--- src/rtl/uart_cmd_decoder.sv ---
// ============================================================================
// Module      : uart_cmd_decoder
// Description : Receive-side command decoder. Consumes the byte stream from
//               the AVR interface and decodes 4-byte frames
//               (SYNC_BYTE, ADDR, DATA, CSUM) into the register file that
//               drives the signal generator.
//               Optional ack transmitter: define UART_CMD_DECODER_ACK_EN.
// Ports       : clk          - system clock (50 MHz)
//               rst          - asynchronous active-high reset
//               rx_data      - received byte
//               new_rx_data  - one-cycle strobe, rx_data valid
//               tx_busy      - AVR transmitter busy
//               tx_data      - ack byte out
//               new_tx_data  - one-cycle strobe, tx_data valid
//               wave_sel     - waveform select
//               amplitude    - output amplitude scale
//               freq_step    - phase increment
//               frame_ok     - pulse, valid frame committed
//               frame_err    - pulse, frame rejected or timed out
// Revision    : 1.0 - initial release
// ============================================================================
`timescale 1ns/1ps
`default_nettype none

module uart_cmd_decoder #(
    parameter logic [7:0] SYNC_BYTE      = 8'hA5,
    parameter int         TIMEOUT_CYCLES = 50000,
    parameter int         CTR_W          = 16
) (
    input  logic        clk,
    input  logic        rst,
    input  logic [7:0]  rx_data,
    input  logic        new_rx_data,
    input  logic        tx_busy,
    output logic [7:0]  tx_data,
    output logic        new_tx_data,
    output logic [1:0]  wave_sel,
    output logic [7:0]  amplitude,
    output logic [15:0] freq_step,
    output logic        frame_ok,
    output logic        frame_err
);

    typedef enum logic [1:0] {
        S_IDLE     = 2'd0,
        S_GET_ADDR = 2'd1,
        S_GET_DATA = 2'd2,
        S_GET_CSUM = 2'd3
    } state_t;

    // Timeout fires on the edge that would take the idle count to
    // TIMEOUT_CYCLES, i.e. while the counter holds TIMEOUT_CYCLES-1.
    localparam logic [CTR_W-1:0] c_CNT_LAST = CTR_W'(TIMEOUT_CYCLES - 1);

    state_t           r_state;
    state_t           w_state_next;
    logic [CTR_W-1:0] r_cnt;
    logic [7:0]       r_addr;
    logic [7:0]       r_data;
    logic [7:0]       r_freq_lo;
    logic [1:0]       r_wave_sel;
    logic [7:0]       r_amplitude;
    logic [15:0]      r_freq_step;
    logic             r_frame_ok;
    logic             r_frame_err;

    logic             w_commit_ok;
    logic             w_commit_err;
    logic             w_timeout;
    logic [7:0]       w_sum;

    assign w_sum = r_addr + r_data;

    // Next-state and commit decisions
    always_comb begin
        w_state_next = r_state;
        w_commit_ok  = 1'b0;
        w_commit_err = 1'b0;
        // A byte in the expiry cycle takes precedence over the timeout.
        w_timeout    = (r_state != S_IDLE) && !new_rx_data && (r_cnt == c_CNT_LAST);

        case (r_state)
            S_IDLE: begin
                if (new_rx_data && (rx_data == SYNC_BYTE)) begin
                    w_state_next = S_GET_ADDR;
                end
            end
            S_GET_ADDR: begin
                if (new_rx_data) begin
                    w_state_next = S_GET_DATA;
                end else if (w_timeout) begin
                    w_state_next = S_IDLE;
                    w_commit_err = 1'b1;
                end
            end
            S_GET_DATA: begin
                if (new_rx_data) begin
                    w_state_next = S_GET_CSUM;
                end else if (w_timeout) begin
                    w_state_next = S_IDLE;
                    w_commit_err = 1'b1;
                end
            end
            S_GET_CSUM: begin
                if (new_rx_data) begin
                    w_state_next = S_IDLE;
                    if ((w_sum == rx_data) && (r_addr <= 8'd3)) begin
                        w_commit_ok = 1'b1;
                    end else begin
                        w_commit_err = 1'b1;
                    end
                end else if (w_timeout) begin
                    w_state_next = S_IDLE;
                    w_commit_err = 1'b1;
                end
            end
            default: begin
                w_state_next = S_IDLE;
            end
        endcase
    end

    // State, inter-byte counter and frame field capture
    always_ff @(posedge clk or posedge rst) begin
        if (rst) begin
            r_state <= S_IDLE;
            r_cnt   <= '0;
            r_addr  <= 8'd0;
            r_data  <= 8'd0;
        end else begin
            r_state <= w_state_next;
            if ((w_state_next == S_IDLE) || new_rx_data) begin
                r_cnt <= '0;
            end else begin
                r_cnt <= r_cnt + 1'b1;
            end
            if ((r_state == S_GET_ADDR) && new_rx_data) begin
                r_addr <= rx_data;
            end
            if ((r_state == S_GET_DATA) && new_rx_data) begin
                r_data <= rx_data;
            end
        end
    end

    // Register file and result pulses
    always_ff @(posedge clk or posedge rst) begin
        if (rst) begin
            r_wave_sel  <= 2'd0;
            r_amplitude <= 8'hFF;
            r_freq_step <= 16'd1;
            r_freq_lo   <= 8'd0;
            r_frame_ok  <= 1'b0;
            r_frame_err <= 1'b0;
        end else begin
            r_frame_ok  <= w_commit_ok;
            r_frame_err <= w_commit_err;
            if (w_commit_ok) begin
                case (r_addr[1:0])
                    2'd0:    r_wave_sel  <= r_data[1:0];
                    2'd1:    r_amplitude <= r_data;
                    2'd2:    r_freq_lo   <= r_data;
                    // High byte plus staged low byte land together so the
                    // generator never sees a half-updated step.
                    default: r_freq_step <= {r_data, r_freq_lo};
                endcase
            end
        end
    end

    assign wave_sel  = r_wave_sel;
    assign amplitude = r_amplitude;
    assign freq_step = r_freq_step;
    assign frame_ok  = r_frame_ok;
    assign frame_err = r_frame_err;

`ifdef UART_CMD_DECODER_ACK_EN
    localparam logic [7:0] c_ACK_OK  = 8'h06;
    localparam logic [7:0] c_ACK_ERR = 8'h15;

    logic       r_ack_pend;
    logic [7:0] r_ack_code;
    logic [7:0] r_tx_data;
    logic       r_new_tx_data;

    // Single pending slot; a fresh result written on the same edge as a
    // send overrides the clear, so the newest result is never lost.
    always_ff @(posedge clk or posedge rst) begin
        if (rst) begin
            r_ack_pend    <= 1'b0;
            r_ack_code    <= 8'd0;
            r_tx_data     <= 8'd0;
            r_new_tx_data <= 1'b0;
        end else begin
            r_new_tx_data <= 1'b0;
            if (r_ack_pend && !tx_busy) begin
                r_tx_data     <= r_ack_code;
                r_new_tx_data <= 1'b1;
                r_ack_pend    <= 1'b0;
            end
            if (w_commit_ok || w_commit_err) begin
                r_ack_pend <= 1'b1;
                r_ack_code <= w_commit_ok ? c_ACK_OK : c_ACK_ERR;
            end
        end
    end

    assign tx_data     = r_tx_data;
    assign new_tx_data = r_new_tx_data;
`else
    logic w_unused_tx_busy;
    assign w_unused_tx_busy = tx_busy;
    assign tx_data          = 8'd0;
    assign new_tx_data      = 1'b0;
`endif

endmodule

`default_nettype wire

--- config.mk ---
export PLATFORM = sky130hd
export DESIGN_NAME = uart_cmd_decoder
export DESIGN_NICKNAME = d
export VERILOG_FILES = /design/src/rtl/uart_cmd_decoder.sv
export SDC_FILE = /design/constraint.sdc
export NUM_CORES = 1
export LEC_CHECK = 0
export BUFFER_PORTS_ARGS = -buffer_cell sky130_fd_sc_hd__buf_2
export CORE_UTILIZATION = 60
export DETAILED_ROUTE_END_ITERATION = 10
export PLACE_DENSITY = 0.83
export SLEW_MARGIN = 10
export SYNTH_ARGS = -nofsm -noshare
export SYNTH_HDL_FRONTEND = slang
export SYNTH_SLANG_ARGS = --single-unit
--- constraint.sdc ---
create_clock -name clk -period 5.4 [get_ports clk]
set_input_delay 0.81 -clock clk [delete_from_list [all_inputs] [get_ports clk]]
set_output_delay 0.81 -clock clk [all_outputs]
set_load 0.02 [all_outputs]
* Word-level counts from Yosys, hierarchy flattened
Cells that the tools add are included.
Widths: inputs -> output; s select.
** Word-level totals
- Register bits :: 70
- Logic and storage cells :: 55
- Output and inout bits :: 37
- Input port bits :: 12
** Cells by class
- Reductions and logical operators :: 18
- Equality and inequality tests :: 8
- $add $sub $neg :: 2
- Order comparisons :: 1
- Mux-type cells :: 15
- Bitwise operators :: 1
** Operators with widths (count)
- $add 16x1->16 const B :: 1
- $eq 16x16->1 const B :: 1
- $mux 16 :: 1
- $mux 2 :: 5
- $add 8x8->8 :: 1
- $eq 8x8->1 :: 1
- $eq 8x8->1 const B :: 1
- $le 8x2->1 const B :: 1
- $pmux 2 s4 :: 1
- $reduce_and 2->1 :: 4
- $mux 1 :: 7
- $eq 2x2->1 const B :: 3
- $logic_and 1x1->1 :: 6
- $logic_not 2->1 :: 3
- $eq 2x1->1 const B :: 2
- $reduce_or 3->1 :: 1
- $pmux 1 s2 :: 1
- $reduce_bool 2->1 :: 1
- $reduce_or 2->1 :: 1
- $logic_not 1->1 :: 1
- $logic_or 1x1->1 :: 1
- $not 1->1 :: 1

* Logic depth before layout (Yosys ltp)
- Word-level depth :: 9
- Mapped depth :: 9
- Gate-level depth less buffers :: 8

* Least setup slack after synthesis
Ideal clock, no wire load.
- Path type :: reg-to-reg
- From :: register r_addr[0]
- To :: register r_freq_lo[0]
- Path slack :: 2.391 ns
- Required time :: 5.275 ns
- Library setup time :: 0.125 ns
- Arrival :: 2.884 ns
- Stages on the path, launching flop included :: 10
- Clock period less this slack :: 3.009 ns
- Path buffers :: 1
- Cell sequence :: dfrtp_1 -> ha_1 -> fa_1 -> xnor2_1 -> o2bb2ai_1 -> a211o_1 -> nor4b_2 -> and4b_1 -> buf_4 -> mux2_2
** On the way
- Word-level cells in the longest chain between the ends :: 7
- Elaborated cells between the ends (all ways) :: 9
- Classes of those cells :: add/sub: 1; order compare: 1; eq/ne: 2; mux: 3; reduce/logical: 2
** Ends and longest elaborated chain
- from (decl) :: RTL line 58 : logic [7:0] r_addr;
- from (signal assigned) :: RTL line 138 : r_addr <= rx_data;
- $add 8x8->8 :: RTL line 72 : assign w_sum = r_addr + r_data;
- $eq 8x8->1 :: RTL line 107 : if ((w_sum == rx_data) && (r_addr <= 8'd3)) begin
- $logic_and 1x1->1 :: RTL line 107
- $mux 1 :: RTL line 107
- $mux 1 :: RTL line 105 : if (new_rx_data) begin
- $mux 1 :: RTL line 82 : case (r_state)
- $reduce_and 2->1 (no line) (*)
- to (signal assigned) :: RTL line 162 : 2'd2: r_freq_lo <= r_data;
- to (decl) :: RTL line 60 : logic [7:0] r_freq_lo;
Every way passes the cells marked *; elsewhere a longest branch is shown, timed or not.
A chain may end at the register's enable or synchronous reset.

* Final worst setup path
- From :: register r_addr[0]
- To :: register r_freq_lo[4]
Same word-level chain as after synthesis.

==> reports/summary.txt <==
total global-route track usage = 24.6%
count of different cell masters after synthesis = 51
max-cap violations = 0
critical path's slowest cell = nor4b_2
CTS buffer count = 9
worst-path cell chain = ha_1 -> fa_1 -> xnor2_1 -> o2bb2ai_1 -> a211o_1 -> nor4b_2 -> and4b_1 -> mux2_2
die height = 78.7 um
Slew Viols, Final = 0
hold depth = 1
GPL Wtd Cong = 0.860
Setup TNS = 0 ps
static leakage = 1.93 nW
most common cell after layout, fill and taps aside = dfrtp_1
flops & latches, synth = 70
DRC Markers = 0
Nets = 356
Setup Buffers After CTS = 0
IO Count = 49
reg2reg start = r_addr[0]$_DFFE_PP0P_
clk sinks = 70
r2r endpoint = r_freq_lo[4]$_DFFE_PP0P_
top cell type's share of synthesized area = 43.2%
Critical path buffers and inverters = 0
cts repair resizes = 0
WHS Endpoint = r_cnt[0]$_DFF_PP0_
slew of the pin with the lowest slew margin = 866 ps
EDFF count, synth = 0
cells after synthesis = 286
critical path's top delay family = simple AND/OR/NAND/NOR gates
outcome = finished, final reports clean
Clock transition at path regs = 80 ps
commonest cells after routing, fill and taps aside = 61 x dfrtp_1, 40 x mux2_2, 38 x buf_2, 27 x nor2_1, 17 x xnor2_1
Crit. End Element = register
Clock Latency Late Sink = 350 ps
final hold vios = 0
crit path kind = reg2reg
core area = 5570 um2
Mapped Area = 3530 um2
Final HPWL DP = 4730 um
die width = 78.7 um
initial antenna violation count = 0
Worst path max stage delay = 600 ps
asr flop ratio synth = 100%
final setup fails = 0
hold buffer count at CTS = 0
R2R depth = 8
largest net degree at the start of global routing = 71
count of input and output buffers = 38
share of cells above drive strength 1 = 36.0%
Period minus WS final = 3500 ps
Setup crit start kind = register
Antenna Nets Post-Route = 0
YS warnings = 0
via-per-instance ratio = 5.75
area leader, netlist = dfrtp_1
Seq/Total Area, Yosys = 49.9%
Die Footprint = 6200 um2
Iter 0 DRT Violations = 149
Initial Util = 63.4%
Worst Skew = 11.0 ps
ranking of synthesized cells by area = dfrtp_1 43%, mux2_2 13%, dfstp_2 6.7%
first-pass GRT wire length = 11,400 um
total wire length = 6730 um
WP data required = 5630 ps
Max FO, Critical Path = 8
HP Class = reg2reg
Rel. slew slack = 42.3%
vias in the first global route = 2,341
fill cell count = 410
Power Density = 443 nW/um2
Peak Freq = 0.286 GHz
grt ovf = 0
FP Rows = 27
final setup margin = 1900 ps
via count = 2,346
maximum vdd drop = 0.256 mV
TritonCTS clock tree = yes
First-pass DRT Iterations = 4
Antenna Cells = 0
WP data arrival = 3720 ps
prevailing post-synth register cell = dfrtp_1
syn avg cell area = 12.4 um2
register-to-register setup slack = 1900 ps
H-tree levels = 3
HP Start = r_cnt[0]$_DFF_PP0_
Bufs on Longest Clock Path = 2
Post-Place Setup Slack = 1950 ps
routed length per instance = 16.5 um
root buffer cell = clkbuf_8
area delta synth->final = 12.0%
period utilisation layout = 64.8%
unrepaired setup endpoints after global routing = no
flip-flops by register name, indices dropped and copies added (netlist names):
register,count
r_data,8
freq_step,16
wave_sel,2
r_cnt,16
r_addr,8
amplitude,8
frame_ok,1
frame_err,1
r_state,2
r_freq_lo,8
cell type report:
| type | count | area [um2] | area share [%] |
|---|---|---|---|
| clock inverter | 6 | 72.6 | 1.83 |
| clock buffer | 10 | 128 | 3.23 |
| sequential | 70 | 1760 | 44.6 |
| tap | 72 | 90.1 | 2.28 |
| multi-input combinational | 204 | 1680 | 42.4 |
| timing repair buffer | 39 | 198 | 5.00 |
| inverter | 7 | 26.3 | 0.664 |
how the worst max path moves through the flow:
stage                           from                  endpoint  cells past startpoint
6_report       r_addr[0]$_DFFE_PP0P_  r_freq_lo[4]$_DFFE_PP0P_                      8
5_1_grt        r_addr[0]$_DFFE_PP0P_  r_freq_lo[6]$_DFFE_PP0P_                      8
4_1_cts        r_addr[0]$_DFFE_PP0P_  r_freq_lo[4]$_DFFE_PP0P_                      8
3_5_place_dp   r_addr[0]$_DFFE_PP0P_  r_freq_lo[4]$_DFFE_PP0P_                      8
3_3_place_gp   r_addr[0]$_DFFE_PP0P_  r_freq_lo[5]$_DFFE_PP0P_                      8
2_1_floorplan  r_addr[0]$_DFFE_PP0P_  r_freq_lo[0]$_DFFE_PP0P_                      9
worst register-to-register path, delay by kind of cell (launching register included):
family | cells | cell delay (ps)
AND/OR/NAND/NOR | 2 | 1190
multiplexers | 1 | 400
AO/OA/AOI/OAI | 2 | 390
XOR/XNOR | 1 | 230
adder cells (fa/ha/maj) | 2 | 710
flip-flops | 1 | 470
cell families (layout without fill, tap and decap cells):
family / after synthesis / count (layout) / synth area share (%)
flops: 70 / 70 / 49.9
fa+ha+maj: 13 / 13 / 4.82
buf+inv: 20 / 62 / 3.40
mux: 50 / 50 / 17.0
simple gates: 75 / 75 / 11.7
xor+xnor: 22 / 22 / 5.46
other cells: 1 / 9 / 0.106
compound gates: 35 / 35 / 7.65
cells in the mapped netlist (2+ instances only):
| library cell | number |
|---|---|
| a211oi_1 | 5 |
| a21boi_0 | 2 |
| a21o_1 | 2 |
| a21oi_1 | 4 |
| and3_1 | 7 |
| buf_4 | 10 |
| clkbuf_1 | 2 |
| dfrtp_1 | 61 |
| dfstp_2 | 9 |
| ha_1 | 12 |
| inv_1 | 7 |
| mux2_2 | 40 |
| mux2_4 | 10 |
| nand2_1 | 11 |
| nand2b_1 | 2 |
| nand3_1 | 5 |
| nand4_1 | 3 |
| nor2_1 | 27 |
| nor3_1 | 4 |
| nor4_1 | 3 |
| o2111ai_1 | 2 |
| o211ai_1 | 2 |
| o21a_1 | 2 |
| o21ai_0 | 6 |
| or3_1 | 2 |
| xnor2_1 | 17 |
| xor2_1 | 5 |
where the power goes:
group,switching (mW),internal (mW),total (mW)
logic,0.355,0.289,0.644
clock network,0.203,0.216,0.419
registers,0.0957,0.593,0.689
total,0.653,1.10,1.75
layer usage:
layer  wire length, um  vias to the layer above  track usage, %
met5                 0                        -               0
met4               112                        0            10.6
met3               227                        9            4.37
met2              3240                       48            37.8
met1              3140                     1185            34.5
li1                  -                     1104               -
per-stage QoR:
| stage | std cells | cell area, um2 | hold slack, ps | util, % | power [mW] |
|---|---|---|---|---|---|
| 2_1_floorplan | 294 | 3560 | 425 | - | 1.20 |
| 3_3_place_gp | 392 | 3760 | 442 | 67.4 | 1.30 |
| 3_5_place_dp | 392 | 3760 | 448 | 67.4 | 1.33 |
| 4_1_cts | 408 | 3960 | 458 | 71.0 | 1.75 |
| 5_1_grt | 408 | 3960 | 470 | 71.0 | 1.86 |
| 6_report | 408 | 3960 | 453 | 71.0 | 1.75 |
Note: power is estimated with default switching activity, not from simulation.
